==> src/rtl/wb_initiator.sv <==
// wb_initiator: single-word Wishbone B4 classic-cycle bus master.
// A request taken on the cmd port becomes one Wishbone cycle. The outcome
// (read data, slave error or timeout) is returned on the rsp port. A cycle
// that is never acknowledged is aborted after TIMEOUT strobe cycles.
//
// Handshakes: a transfer happens on a rising edge where valid and ready are
// both 1. A producer holding valid keeps its payload stable until that edge.
// Ready never depends combinationally on valid, and no output depends
// combinationally on any input.
module wb_initiator #(
  parameter int          TIMEOUT  = 255,      // strobe cycles before abort; 0 = never
  parameter int          TO_W     = 8,        // timeout counter width, TIMEOUT < 2**TO_W
  parameter logic [15:0] TXN_INIT = 16'h0000  // reset value of the transaction counter
) (
  input  logic        wb_clk_i,
  input  logic        wb_rst_i,
  // command port
  input  logic        cmd_valid_i,
  output logic        cmd_ready_o,
  input  logic        cmd_we_i,
  input  logic [31:0] cmd_adr_i,
  input  logic [31:0] cmd_dat_i,
  input  logic [3:0]  cmd_sel_i,
  // response port
  output logic        rsp_valid_o,
  input  logic        rsp_ready_i,
  output logic [31:0] rsp_dat_o,
  output logic        rsp_err_o,
  output logic        rsp_timeout_o,
  // Wishbone master
  output logic        wbm_cyc_o,
  output logic        wbm_stb_o,
  output logic        wbm_we_o,
  output logic [3:0]  wbm_sel_o,
  output logic [31:0] wbm_adr_o,
  output logic [31:0] wbm_dat_o,
  input  logic [31:0] wbm_dat_i,
  input  logic        wbm_ack_i,
  input  logic        wbm_err_i,
  // status / debug
  output logic [15:0] txn_count_o,
  output logic [1:0]  dbg_state_o
);

  typedef enum logic [1:0] {
    S_IDLE = 2'd0,
    S_BUS  = 2'd1,
    S_RESP = 2'd2
  } state_t;

  // Last timeout-counter value that is still allowed to wait for the slave.
  localparam int              TO_LAST_I = (TIMEOUT == 0) ? 0 : TIMEOUT - 1;
  localparam logic [TO_W-1:0] TO_LAST   = TO_W'(TO_LAST_I);
  localparam bit              TO_EN     = (TIMEOUT != 0);

  state_t          r_state;
  state_t          w_state_nxt;
  logic            r_we;
  logic [3:0]      r_sel;
  logic [31:0]     r_adr;
  logic [31:0]     r_dat;
  logic [TO_W-1:0] r_to_cnt;
  logic [31:0]     r_rsp_dat;
  logic            r_rsp_err;
  logic            r_rsp_to;
  logic [15:0]     r_txn;

  logic            w_load;
  logic            w_done;
  logic            w_txn_inc;
  logic [31:0]     w_rsp_dat;
  logic            w_rsp_err;
  logic            w_rsp_to;

  // Next-state and response decode; err beats ack, ack beats timeout.
  always_comb begin
    w_state_nxt = r_state;
    w_load      = 1'b0;
    w_done      = 1'b0;
    w_txn_inc   = 1'b0;
    w_rsp_dat   = '0;
    w_rsp_err   = 1'b0;
    w_rsp_to    = 1'b0;
    unique case (r_state)
      S_IDLE: begin
        if (cmd_valid_i) begin
          w_load      = 1'b1;
          w_state_nxt = S_BUS;
        end
      end
      S_BUS: begin
        if (wbm_err_i) begin
          w_done    = 1'b1;
          w_rsp_err = 1'b1;
        end else if (wbm_ack_i) begin
          w_done    = 1'b1;
          w_rsp_dat = r_we ? 32'h0 : wbm_dat_i;
        end else if (TO_EN && (r_to_cnt == TO_LAST)) begin
          w_done    = 1'b1;
          w_rsp_err = 1'b1;
          w_rsp_to  = 1'b1;
        end
        if (w_done) begin
          w_state_nxt = S_RESP;
        end
      end
      S_RESP: begin
        if (rsp_ready_i) begin
          w_state_nxt = S_IDLE;
          w_txn_inc   = 1'b1;
        end
      end
      default: begin
        w_state_nxt = S_IDLE;
      end
    endcase
  end

  // State register; reset abandons any cycle or pending response.
  always_ff @(posedge wb_clk_i) begin
    if (wb_rst_i) begin
      r_state <= S_IDLE;
    end else begin
      r_state <= w_state_nxt;
    end
  end

  // Bus request registers: loaded on command accept, held afterwards.
  always_ff @(posedge wb_clk_i) begin
    if (wb_rst_i) begin
      r_we  <= 1'b0;
      r_sel <= '0;
      r_adr <= '0;
      r_dat <= '0;
    end else if (w_load) begin
      r_we  <= cmd_we_i;
      r_sel <= cmd_sel_i;
      r_adr <= cmd_adr_i;
      r_dat <= cmd_dat_i;
    end
  end

  // Timeout counter: cleared on accept, counts every strobe cycle.
  always_ff @(posedge wb_clk_i) begin
    if (wb_rst_i) begin
      r_to_cnt <= '0;
    end else if (w_load) begin
      r_to_cnt <= '0;
    end else if (r_state == S_BUS) begin
      r_to_cnt <= r_to_cnt + 1'b1;
    end
  end

  // Response registers: captured when the bus cycle ends, stable through RESP.
  always_ff @(posedge wb_clk_i) begin
    if (wb_rst_i) begin
      r_rsp_dat <= '0;
      r_rsp_err <= 1'b0;
      r_rsp_to  <= 1'b0;
    end else if (w_done) begin
      r_rsp_dat <= w_rsp_dat;
      r_rsp_err <= w_rsp_err;
      r_rsp_to  <= w_rsp_to;
    end
  end

  // Completed-transaction counter, bumped on every response handshake.
  always_ff @(posedge wb_clk_i) begin
    if (wb_rst_i) begin
      r_txn <= TXN_INIT;
    end else if (w_txn_inc) begin
      r_txn <= r_txn + 16'd1;
    end
  end

  assign cmd_ready_o   = (r_state == S_IDLE);
  assign rsp_valid_o   = (r_state == S_RESP);
  assign wbm_cyc_o     = (r_state == S_BUS);
  assign wbm_stb_o     = (r_state == S_BUS);
  assign wbm_we_o      = r_we;
  assign wbm_sel_o     = r_sel;
  assign wbm_adr_o     = r_adr;
  assign wbm_dat_o     = r_dat;
  assign rsp_dat_o     = r_rsp_dat;
  assign rsp_err_o     = r_rsp_err;
  assign rsp_timeout_o = r_rsp_to;
  assign txn_count_o   = r_txn;
  assign dbg_state_o   = r_state;

endmodule

==> config.mk <==
export PLATFORM = sky130hd
export DESIGN_NAME = wb_initiator
export DESIGN_NICKNAME = d
export VERILOG_FILES = /design/src/rtl/wb_initiator.sv
export SDC_FILE = /design/constraint.sdc
export NUM_CORES = 1
export LEC_CHECK = 0
export ABC_AREA = 1
export BUFFER_PORTS_ARGS = -buffer_cell sky130_fd_sc_hd__buf_4
export CORE_ASPECT_RATIO = 1.4
export CORE_UTILIZATION = 49
export CTS_BUF_LIST = sky130_fd_sc_hd__clkbuf_8 sky130_fd_sc_hd__clkbuf_16
export CTS_CLUSTER_SIZE = 14
export DETAILED_ROUTE_END_ITERATION = 7
export PLACE_DENSITY = 0.84
export SLEW_MARGIN = 10
export SYNTH_ARGS = -nofsm -noshare
export SYNTH_HDL_FRONTEND = slang
export SYNTH_SLANG_ARGS = --single-unit
==> constraint.sdc <==
create_clock -name wb_clk_i -period 3.8 [get_ports wb_clk_i]
set_input_delay 0.19 -clock wb_clk_i [delete_from_list [all_inputs] [get_ports wb_clk_i]]
set_output_delay 0.19 -clock wb_clk_i [all_outputs]
set_load 0.1 [all_outputs]
==> key figures <==
Global route
  • Global-route wire length before repair: 21.0 mm
  • GRT Total Usage: 26.0%
  • Vias in the first global route: 4662
  • Largest net degree at the start of global routing: 81
  • Total grt overflow: 0
  • Initial antenna violation count: 0

Clock network
  • Clock-pin slew on the worst setup and hold paths: 60 ps
  • CTS Root Cell: clkbuf_16
  • CTS tree: yes
  • Setup repair bufs after CTS: 0
  • Clock buffer depth: 2
  • CTS Sinks: 129
  • Post_cts resized: 0
  • Clock Latency Late Sink: 410 ps
  • CTS buffer count: 17
  • H-tree depth: 4
  • Hold buffers post-CTS: 0

Yosys
  • Synth Register Bits: 129
  • Syn. warnings: 0
  • Sequential share of the synthesized area: 53.7%
  • Post-synthesis cell type count: 23
  • Synth Net Count: 744
  • Synth Area per Inst: 7.58 um^2
  • Synth Instances: about 630
  • Cell Area, Synth: 0.00481 mm^2

Die
  • Starting density of the core: 50.5%
  • Placement row count: 42
  • DIE WIDTH: 85.7 um
  • I/O pins: approximately 230
  • Die area: between 0.01 and 0.015 mm^2
  • DIE HEIGHT: 119 um
  • Core area: 0.00951 mm^2

Worst setup path
  • Kind of critical path: reg -> reg
  • CP peak stage delay: approximately 800 ps
  • Reg2reg start: r_to_cnt[0]$_SDFFE_PP0P_
  • Most frequent CP cell: nand2_1
  • Critical path peak fanout: 35
  • Worst Reg-to-Reg Cells: 8
  • WP data arrival: 2580 ps
  • CP Capture Type: flip-flop
  • CP Cell Sequence: inv_1 > ha_1 > and3_1 > nand2_1 > nand2_1 > nand2_1 > nand2_1 > a21oi_1
  • Reg-to-reg endpoint: rsp_dat_o[8]$_SDFFE_PP0P_
  • R2R setup slack: 1560 ps
  • Slowest-stage cell, CP: nand2_1
  • Kind of start point of the critical path: flip-flop
  • CP required: 4130 ps

Timing
  • Slew Viols, Final: 0
  • Slew of the pin with the lowest slew margin: 1140 ps
  • Worst Skew: 8.13 ps
  • Relative slew slack: 23.7%
  • Total Neg Setup Slack: 0 ps
  • Final setup margin: 1560 ps
  • Final worst-path cycle share: 59.1%
  • Fmax achieved: 446 MHz
  • RSZ-0062 raised after global routing: no
  • Min Tclk post-route: about 2200 ps
  • Setup violators final: 0
  • Final Hold Vio Count: 0

Cells and area
  • Commonest non-fill, non-tap cell in the layout: buf_4
  • Nets: 962
  • Commonest non-fill, non-tap cells in the layout: buf_4, nor2_1, dfxtp_1, nand2_1, o21ai_0
  • Antenna cells: 0
  • Area growth from synthesis to layout: 48.7%
  • Layout cells sized above 1: 31.4%

Routing
  • Drt wl/cell: around 13 um
  • Routed vias/inst: 4.92
  • Routed WL: 13.3 mm
  • TritonRoute pass-1 iters: 5
  • Remaining antenna violation count: 0
  • DR DRC count: 0
  • Via Count: between 4000 and 5000
  • Violation count after the first detailed-route iteration: a little over 200

Min path
  • Hold WC Path Type: in -> reg
  • Hold path startpoint: cmd_sel_i[1]
  • Worst hold path depth: 3
  • End of the worst hold path: wbm_sel_o[1]$_SDFFE_PP0P_

Placed design
  • IO Port Bufs: about 230
  • Post-DP HPWL: 9.41 mm
  • Gpl congestion: 0.780
  • Post-Place Worst Slack: 1590 ps

Power and ir drop
  • Peak supply drop: 0.406 mV
  • Lkg Pwr: 3.22 nW
  • Power Dens Cells: 561 mW/mm^2

Outcome
  • Run status: complete, no violations

Job
  • Max Cap Violations: 0
## per-stage QoR
stage	utilization [%]	hold slack, ps	instance area (um^2)	total power, mW	cells
floorplan	-	333	4810	2.23	634
global placement	69.1	440	6570	2.47	965
detailed placement	69.1	449	6570	2.48	965
CTS	75.1	19.0	7150	4.03	997
global route	75.1	27.3	7150	4.15	997
finish	75.1	24.9	7150	4.01	997
## power by group
group          internal (mW)  switching, mW
Sequential              1.43         0.0451
Combinational          0.223          0.757
Clock                  0.986          0.570
## how the worst max path moves through the flow
stage / from / to / cells past startpoint
CTS: r_to_cnt[0]$_SDFFE_PP0P_ / rsp_dat_o[8]$_SDFFE_PP0P_ / 8
global route: r_to_cnt[0]$_SDFFE_PP0P_ / rsp_dat_o[0]$_SDFFE_PP0P_ / 8
global placement: dbg_state_o[1]$_SDFFE_PP0P_ / r_to_cnt[5]$_SDFFE_PP0P_ / 6
floorplan: dbg_state_o[1]$_SDFFE_PP0P_ / wbm_dat_o[18]$_SDFFE_PP0P_ / 7
finish: r_to_cnt[0]$_SDFFE_PP0P_ / rsp_dat_o[8]$_SDFFE_PP0P_ / 8
detailed placement: r_to_cnt[0]$_SDFFE_PP0P_ / rsp_dat_o[8]$_SDFFE_PP0P_ / 8
## worst max-delay path: cells and delay by family, from the launching register on
family                   cells  cell delay [ps]
AND/OR/NAND/NOR              5             1290
flip-flops                   1              380
adder cells (fa/ha/maj)      1              200
AO/OA/AOI/OAI                1              200
buffers and inverters        1               80
## kinds of logic (layout without fill, tap and decap cells)
group                      Yosys count  after routing  synth area share, %
DFF                                129            129                 53.7
AOI/OAI and AO/OA                  131            131                 13.7
xor gates and xnor gates             4              4                0.729
adders and majority gates            3              3                0.781
and+or+nand+nor                    305            305                 25.7
buffers and inverters               62            293                 5.34
## cell usage after synthesis (all sizes together)
cell type    n  area, um^2
a21oi       51         255
and3         1        6.26
buf         13        72.6
clkbuf      21        78.8
dfxtp      129        2580
ha           3        37.5
inv         28         105
nand2      108         405
nand3       13        70.1
nand4        5        31.3
nor2       170         653
nor3         5        36.3
nor4         2        27.5
o21ai       79         395
o21bai       1        7.51
or2          1        6.26
xor2         4        35.0
## flip-flops by register name, summed over array words and instances (netlist names)
signal and count:
wbm_sel_o 4, rsp_dat_o 32, rsp_timeout_o 1, wbm_we_o 1
dbg_state_o 2, wbm_adr_o 32, rsp_err_o 1, wbm_dat_o 32
r_to_cnt 8, txn_count_o 16
## routing by layer
metal / wire length [um] / part of all wire [%] / track usage, % / up-vias
met1: 4890 / 37 / 26.8 / 2191
met4: 272 / 2.1 / 9.69 / 0
met3: 1280 / 9.6 / 11.3 / 22
met5: 0 / 0 / 0 / -
met2: 6810 / 51 / 46.1 / 226
li1: - / - / - / 2470
## cell type report
type | instances | area [um^2]
sequential | 129 | 2580
inverter | 28 | 105
fill | 711 | 2370
multi-input combinational | 443 | 1970
timing repair buffer | 233 | 1750
tap | 132 | 165
clock buffer | 19 | 453
clock inverter | 13 | 121
(Power assumes the default switching activity.)
